## src/rtl/inst_fetch_buffer_pkg.sv

```systemverilog
// inst_fetch_buffer_pkg: shared fetch-stage constants, state encoding and queue entry type
package inst_fetch_buffer_pkg;
  localparam logic [31:0] RV32_NOP = 32'h0000_0013;
  typedef enum logic [1:0] {
    IF_FETCH = 2'd0,
    IF_WAIT  = 2'd1,
    IF_DROP  = 2'd2
  } if_state_e;
  typedef struct packed {
    logic [31:0] pc;
    logic [31:0] inst;
  } fetch_entry_t;
endpackage

```

## src/rtl/inst_fetch_buffer_pc_fifo.sv

```systemverilog
// inst_pc_fifo: DEPTH x {pc,inst} synchronous FIFO with flush; push and pop may coincide when full
module inst_pc_fifo
  import inst_fetch_buffer_pkg::*;
#(
  parameter int DEPTH = 2,
  localparam int AW = $clog2(DEPTH)
) (
  input  logic         clk,
  input  logic         rst,
  input  logic         flush_i,
  input  logic         push_i,
  input  logic         pop_i,
  input  fetch_entry_t wdata_i,
  output fetch_entry_t rdata_o,
  output logic         valid_o,
  output logic [AW:0]  count_o
);
  fetch_entry_t mem_q [DEPTH];
  logic [AW-1:0] wr_q, rd_q;
  logic [AW:0] cnt_q;
  logic do_pop;
  assign do_pop = pop_i && (cnt_q != '0);
  assign valid_o = cnt_q != '0;
  assign count_o = cnt_q;
  assign rdata_o = mem_q[rd_q];
  always_ff @(posedge clk) begin
    if (push_i) mem_q[wr_q] <= wdata_i;
  end
  // Pointers wrap naturally because DEPTH is a power of two
  always_ff @(posedge clk) begin
    if (rst || flush_i) begin
      wr_q <= '0;
      rd_q <= '0;
      cnt_q <= '0;
    end else begin
      if (push_i) wr_q <= wr_q + 1'b1;
      if (do_pop) rd_q <= rd_q + 1'b1;
      cnt_q <= cnt_q + (AW+1)'(push_i) - (AW+1)'(do_pop);
    end
  end
endmodule

```

## src/rtl/inst_fetch_buffer.sv

```systemverilog
// inst_fetch_buffer: IF stage owning the PC, one outstanding word fetch, queueing {pc,inst} for decode
module inst_fetch_buffer
  import inst_fetch_buffer_pkg::*;
#(
  parameter logic [31:0] RESET_PC = 32'h0000_0000,
  parameter int          DEPTH    = 2
) (
  input  logic        clk,
  input  logic        rst,
  output logic        im_req_valid,
  input  logic        im_req_ready,
  output logic [31:0] im_req_addr,
  input  logic        im_rsp_valid,
  input  logic [31:0] im_rsp_data,
  input  logic        redirect,
  input  logic [31:0] redirect_pc,
  output logic        id_valid,
  input  logic        id_ready,
  output logic [31:0] id_inst,
  output logic [31:0] id_pc
);
  localparam int CW = $clog2(DEPTH) + 1;
  if_state_e state_q, state_d;
  logic [31:0] pc_q, pc_d, req_pc_q, req_pc_d;
  logic [CW-1:0] count;
  logic head_valid, free, accept, push, pop;
  fetch_entry_t head;
  // Slots already promised to the in-flight request count as used
  assign free = (count + CW'(state_q != IF_FETCH)) < CW'(DEPTH);
  assign im_req_valid = !rst && !redirect && state_q == IF_FETCH && free;
  assign im_req_addr = pc_q;
  assign accept = im_req_valid && im_req_ready;
  assign push = state_q == IF_WAIT && im_rsp_valid && !redirect;
  assign pop = head_valid && id_ready && !redirect;
  assign id_valid = head_valid;
  assign id_inst = head_valid ? head.inst : RV32_NOP;
  assign id_pc = head_valid ? head.pc : '0;
  inst_pc_fifo #(.DEPTH(DEPTH)) u_fifo (
    .clk     (clk),
    .rst     (rst),
    .flush_i (redirect),
    .push_i  (push),
    .pop_i   (pop),
    .wdata_i ('{pc: req_pc_q, inst: im_rsp_data}),
    .rdata_o (head),
    .valid_o (head_valid),
    .count_o (count)
  );
  always_comb begin
    state_d = state_q;
    pc_d = accept ? pc_q + 32'd4 : pc_q;
    req_pc_d = accept ? pc_q : req_pc_q;
    if (redirect) pc_d = {redirect_pc[31:2], 2'b00};
    unique case (state_q)
      IF_FETCH: state_d = accept ? IF_WAIT : IF_FETCH;
      IF_WAIT:  state_d = im_rsp_valid ? IF_FETCH : (redirect ? IF_DROP : IF_WAIT);
      IF_DROP:  state_d = im_rsp_valid ? IF_FETCH : IF_DROP;
      default:  state_d = IF_FETCH;
    endcase
  end
  always_ff @(posedge clk) begin
    if (rst) begin
      state_q <= IF_FETCH;
      pc_q <= RESET_PC;
      req_pc_q <= '0;
    end else begin
      state_q <= state_d;
      pc_q <= pc_d;
      req_pc_q <= req_pc_d;
    end
  end
endmodule

```

## config.mk

```make
export PLATFORM = sky130hd
export DESIGN_NAME = inst_fetch_buffer
export DESIGN_NICKNAME = d
export VERILOG_FILES = /design/src/rtl/inst_fetch_buffer_pkg.sv /design/src/rtl/inst_fetch_buffer_pc_fifo.sv /design/src/rtl/inst_fetch_buffer.sv
export SDC_FILE = /design/constraint.sdc
export NUM_CORES = 1
export LEC_CHECK = 0
export BUFFER_PORTS_ARGS = -buffer_cell sky130_fd_sc_hd__buf_2
export CAP_MARGIN = 25
export CELL_PAD_IN_SITES_DETAIL_PLACEMENT = 0
export CELL_PAD_IN_SITES_GLOBAL_PLACEMENT = 1
export CORE_MARGIN = 1.5
export CORE_UTILIZATION = 25
export CTS_BUF_LIST = sky130_fd_sc_hd__clkbuf_4 sky130_fd_sc_hd__clkbuf_8
export DETAILED_ROUTE_END_ITERATION = 8
export PLACE_DENSITY = 0.46
export SETUP_SLACK_MARGIN = 0.15
export SLEW_MARGIN = 20
export SYNTH_ARGS = -nofsm -noshare
export SYNTH_HDL_FRONTEND = slang
export SYNTH_HIERARCHICAL = 1
export SYNTH_SLANG_ARGS = --single-unit
export TNS_END_PERCENT = 100
```

## constraint.sdc

```tcl
create_clock -name clk -period 7.9 [get_ports clk]
set_input_delay 0.395 -clock clk [delete_from_list [all_inputs] [get_ports clk]]
set_output_delay 0.395 -clock clk [all_outputs]
set_load 0.02 [all_outputs]
```

After elaboration in Yosys (flattened, before gate mapping):

Memories as Yosys holds them, arrays and structs flattened. A register that Yosys moved wholly into a read port is not among the register bits.
Cells that the tools add are included.

* divide/modulo/power cells: 0
* muxes and demuxes: 13
* equal/unequal tests: 2
* reductions and logical operators: 17
* add/sub/neg operators: 6
* $lt $le $gt $ge: 1
* bitwise gates (word level): 0
* shifts and indexed selects: 0
* $mul: 0

Operators with widths (count)
* 2-to-1 mux 32 bit: 4
* adder 32 x 3 -> 32 bit (second input constant): 1
* logical AND 1 bit: 9
* 2-to-1 mux 2 bit: 3
* one-hot mux 2 bit (3 select lines): 1
* nonzero test 2 bit: 3
* 2-to-1 mux 1 bit: 5
* adder 2 x 1 -> 2 bit: 2
* adder 1 bit (second input constant): 2
* equality test 2 x 1 -> 1 bit (second input constant): 1
* equality test 2 bit (second input constant): 1
* logical NOT 1 bit: 2
* logical NOT 2 bit: 1
* < comparator 2 bit (second input constant): 1
* OR reduction 2 bit: 1
* subtractor 2 x 1 -> 2 bit: 1
* logical OR 1 bit: 1

* memory bits (writable): 128
* input port bits: 70
* memory bits (read-only): 0
* memories: 1
* output and inout port bits: 98
* register bits after elaboration: 70
* word-level logic and storage cells: 47
* bits in latches: 0

Memory list
* u_fifo.mem_q: words 2, width 64, rd ports 1, clocked after Yosys merged registers in 1, wr ports 1, line inst_fetch_buffer_pc_fifo.sv:18 `fetch_entry_t mem_q [DEPTH];`

Longest topological paths before layout:

* word-level depth: 7
* mapped depth: 10

Modules after synthesis:

The synthesis kept the hierarchy.

By module, submodules not included
* inst_pc_fifo: times used 1, cells each 221, area each 5163.7 sq um, sequential area each 3943.8 sq um
* inst_fetch_buffer: times used 1, cells each 453, area each 3338.2 sq um, sequential area each 1241.2 sq um

Least setup slack after synthesis:

No wires, ideal clock.

* path type: in2reg
* start: input port redirect
* end: memory u_fifo/mem_q[0][0] (netlist name) (enable)
* stages on the path: 5
* data required time: 7406 ps
* path slack: 3154 ps
* buffers on the path: 3
* arrival: 4252 ps
* library setup time: 494 ps
* cells stage by stage: clkbuf_1 -> clkbuf_1 -> clkbuf_1 -> nor3_1 -> nor2b_1

* longest elaborated chain between the ends: 4

RTL lines
* start: declaration: line inst_fetch_buffer.sv:15 `input logic redirect,`
* logical NOT 1 bit: line inst_fetch_buffer.sv:33 `assign push = state_q == IF_WAIT && im_rsp_valid && !redirect;`
* logical AND 1 bit: line inst_fetch_buffer.sv:33
* via push: line inst_fetch_buffer.sv:26 `logic head_valid, free, accept, push, pop;`
* 2-to-1 mux 1 bit: line inst_fetch_buffer_pc_fifo.sv:27 `if (push_i) mem_q[wr_q] <= wdata_i;`
* 2-to-1 mux 1 bit (implied by the code): line inst_fetch_buffer_pc_fifo.sv:27
* end: declaration: line inst_fetch_buffer_pc_fifo.sv:18

The timed path passes the listed nets, and every way through them passes these cells.

==> impl_metrics.tcl <==
set metrics [dict create \
    path_class "flip-flop to output port" \
    drt_pass1_iterations 4 \
    cts_hold_buffers 0 \
    synthFlopType "edfxtp_1" \
    start_util_pct 25.35 \
    final_antenna_net_count 0 \
    setup-tns-final_ns 0 \
    period_needed_ns 2.814 \
    cts.sinks 195 \
    fin_crit_sh_pct 35.62 \
    fmax_mhz 355.4 \
    ir_worst_vdd_mv 0.09111 \
    start_kind "flip-flop" \
    portBuffers 163 \
    dieArea_um2 35120 \
    die_w_um 187.4 \
    grt_pass1_wl_um 32490 \
    cts_resized 0 \
    wl_per_cell_um 16.53 \
    tightest_slew_ns 1.045 \
    crit_arrival_ns 2.42 \
    cts_buffer_depth 2 \
    cpPeakStageDelay_ns 0.49 \
    clk_latency_ns 0.48 \
    final_hold_viol_count 0 \
    placedCellCount 1257 \
    area_growth_syn_to_layout_pct 19.06 \
    yosysTopAreaCell "edfxtp_1" \
    synth_top_area_share_pct 45.21 \
    syn_area_per_cell_um2 12.61 \
    p_total_uw 1858 \
    yosysWarnings 6 \
    nets 903 \
    crit_chain "buf_4 -> buf_16 -> mux2_4 -> and2_1 -> buf_2" \
    via_per_inst 4.346 \
    grt_pass1_vias 5362 \
    drt_iter0_markers 213 \
    gp_congestion 0.6801 \
    relSlewSlack_pct 29.72 \
    yosysMostFrequentCell "edfxtp_1" \
    finish.instance_area_um2 10120 \
    grt_max_degree 69 \
    antenna_found_initial 0 \
    rows 67 \
    cts_buffers 17 \
    synth_area_leaders "edfxtp_1 45%, dfxtp_1 16%, mux2_4 11%" \
    rsz0062_at_grt "false" \
    grt_usage_pct 12.19 \
    leakage_uw 0.003808 \
    final.setup_skew_ns 0.02606 \
    synth_cells 674 \
    drv_cap 0 \
    path_clk_slew_ns 0.12 \
    core_area_um2 33530 \
    outcome "finished clean" \
    post-route-drc-count 0 \
    setup_viol 0 \
    placed_cell_area_um2 9713 \
    synth_area_um2 8502 \
    cts_root_buffer "clkbuf_8" \
    synth_common_cells "128 x edfxtp_1, 85 x nand2_1, 67 x dfxtp_1, 64 x and2_1, 60 x mux2_4" \
    n_antenna_cell 0 \
    async_flop_share_pct 0 \
    cts_tree "built" \
    totalWireLength_um 21350 \
    cpMaxStageDelayCell "dfxtp_4" \
    yosysSeqAreaShare_pct 60.99 \
    dp_hpwl_um 13600 \
    synth_edf_count 128 \
    drive_gt1_share_pct 33.69 \
    overflow 0 \
    final_cells 1291 \
    synth_seq_cells 195 \
    end_kind "output port" \
    hold_class "input pin to flip-flop" \
    num_io_pins 168 \
    drv_slew 0 \
    path_max_fanout 33 \
    crit_required_ns 7.51 \
    postCtsSetupBuffers 0 \
    power_density_nw_per_um2 183.5 \
    fp.dieH_um 187.4 \
    h-tree-depth 4 \
    ys_types 50 \
    vias 5611 \
]
## through the flow
| stage | worst slack [ns] | util (%) | hold slack [ns] |
|---|---|---|---|
| final | 5.086 | 30.19 | 0.1138 |
| after detailed placement | 4.735 | 28.97 | 0.4374 |
| after CTS | 4.967 | 30.11 | 0.05996 |
| after floorplan | 3.154 | - | 0.4254 |
| after global routing | 4.924 | 30.19 | 0.05463 |
| after global placement | 4.760 | 28.88 | 0.4350 |
## placed cells by master, fill, tap and decap left out, types with 3 or more instances in the layout
cell	count
a21oi_1	49
conb_1	6
inv_1	9
xor2_1	5
nand4_1	11
nand3b_1	5
o21ai_0	12
or3_1	4
ha_1	3
and2_1	63
buf_2	163
clkinv_4	4
nor3_1	10
xnor2_1	3
nand3_1	12
nor4_1	6
nor2b_1	8
edfxtp_1	128
dfxtp_1	66
buf_4	8
mux2_2	8
nand2_1	85
a22oi_1	8
inv_6	3
mux2_4	60
nand2b_1	7
or2_2	3
clkbuf_8	17
nor2_1	21
a31oi_1	10
o22ai_1	6
## area by class of cell
class,instances,area (um2)
Clock buffer,17,234.0
Clock inverter,15,150.1
Fill cell,3505,23410
Inverter,9,33.78
Multi-Input combinational cell,433,3027
Sequential cell,195,5189
Tap cell,448,560.5
Timing Repair Buffer,174,928.4
## metal layers
| metal | up-vias | wire, um | global-route usage [%] |
|---|---|---|---|
| li1 | 2724 | - | - |
| met1 | 2700 | 11110 | 17.92 |
| met2 | 171 | 9028 | 17.90 |
| met3 | 16 | 982 | 2.702 |
| met4 | 0 | 223 | 3.323 |
| met5 | - | 0 | 0 |
## registers in the layout (all words and copies together) (netlist names), named ones only
name,cells
state_q,2
u_fifo/count_o,2
u_fifo/rd_q,1
u_fifo/mem_q,128
req_pc_q,30
u_fifo/wr_q,1
im_req_addr,30
## report_power, final
group	total (uW)	leakage [uW]	switching, uW	internal (uW)
clock network	645	0.000199	386	260
registers	1110	0.00171	20.4	1090
logic	98.1	0.00190	59.9	38.2
## logic make-up (layout without fill, tap and decap cells)
kind of cell	Yosys count	after routing	synth area share [%]
xor+xnor	9	9	1.089
compound gates	96	96	6.579
mux	70	70	11.89
simple gates	249	249	15.22
other cells	1	6	0.04411
buf+inv	51	215	3.753
fa+ha+maj	3	3	0.4415
flops	195	195	60.99
## worst max-delay path, delay by kind of cell, from the launching register on
kind,cells,cell delay (ns)
flops,1,0.49
simple gates,1,0.15
mux,1,0.32
buf+inv,3,0.94
## worst paths after layout
path                                   start                   to  slack [ns]  cells after the start
worst max-delay path               flip-flop            id_pc[17]        5.09                      5
worst min register to register  req_pc_q[17]  u_fifo/mem_q[1][49]        0.46                      0
worst max register to register    state_q[0]  u_fifo/mem_q[0][16]        5.35                      4
worst min-delay path            im_rsp_valid           state_q[1]        0.11                      2
Note: power is estimated with default switching activity, not from simulation.
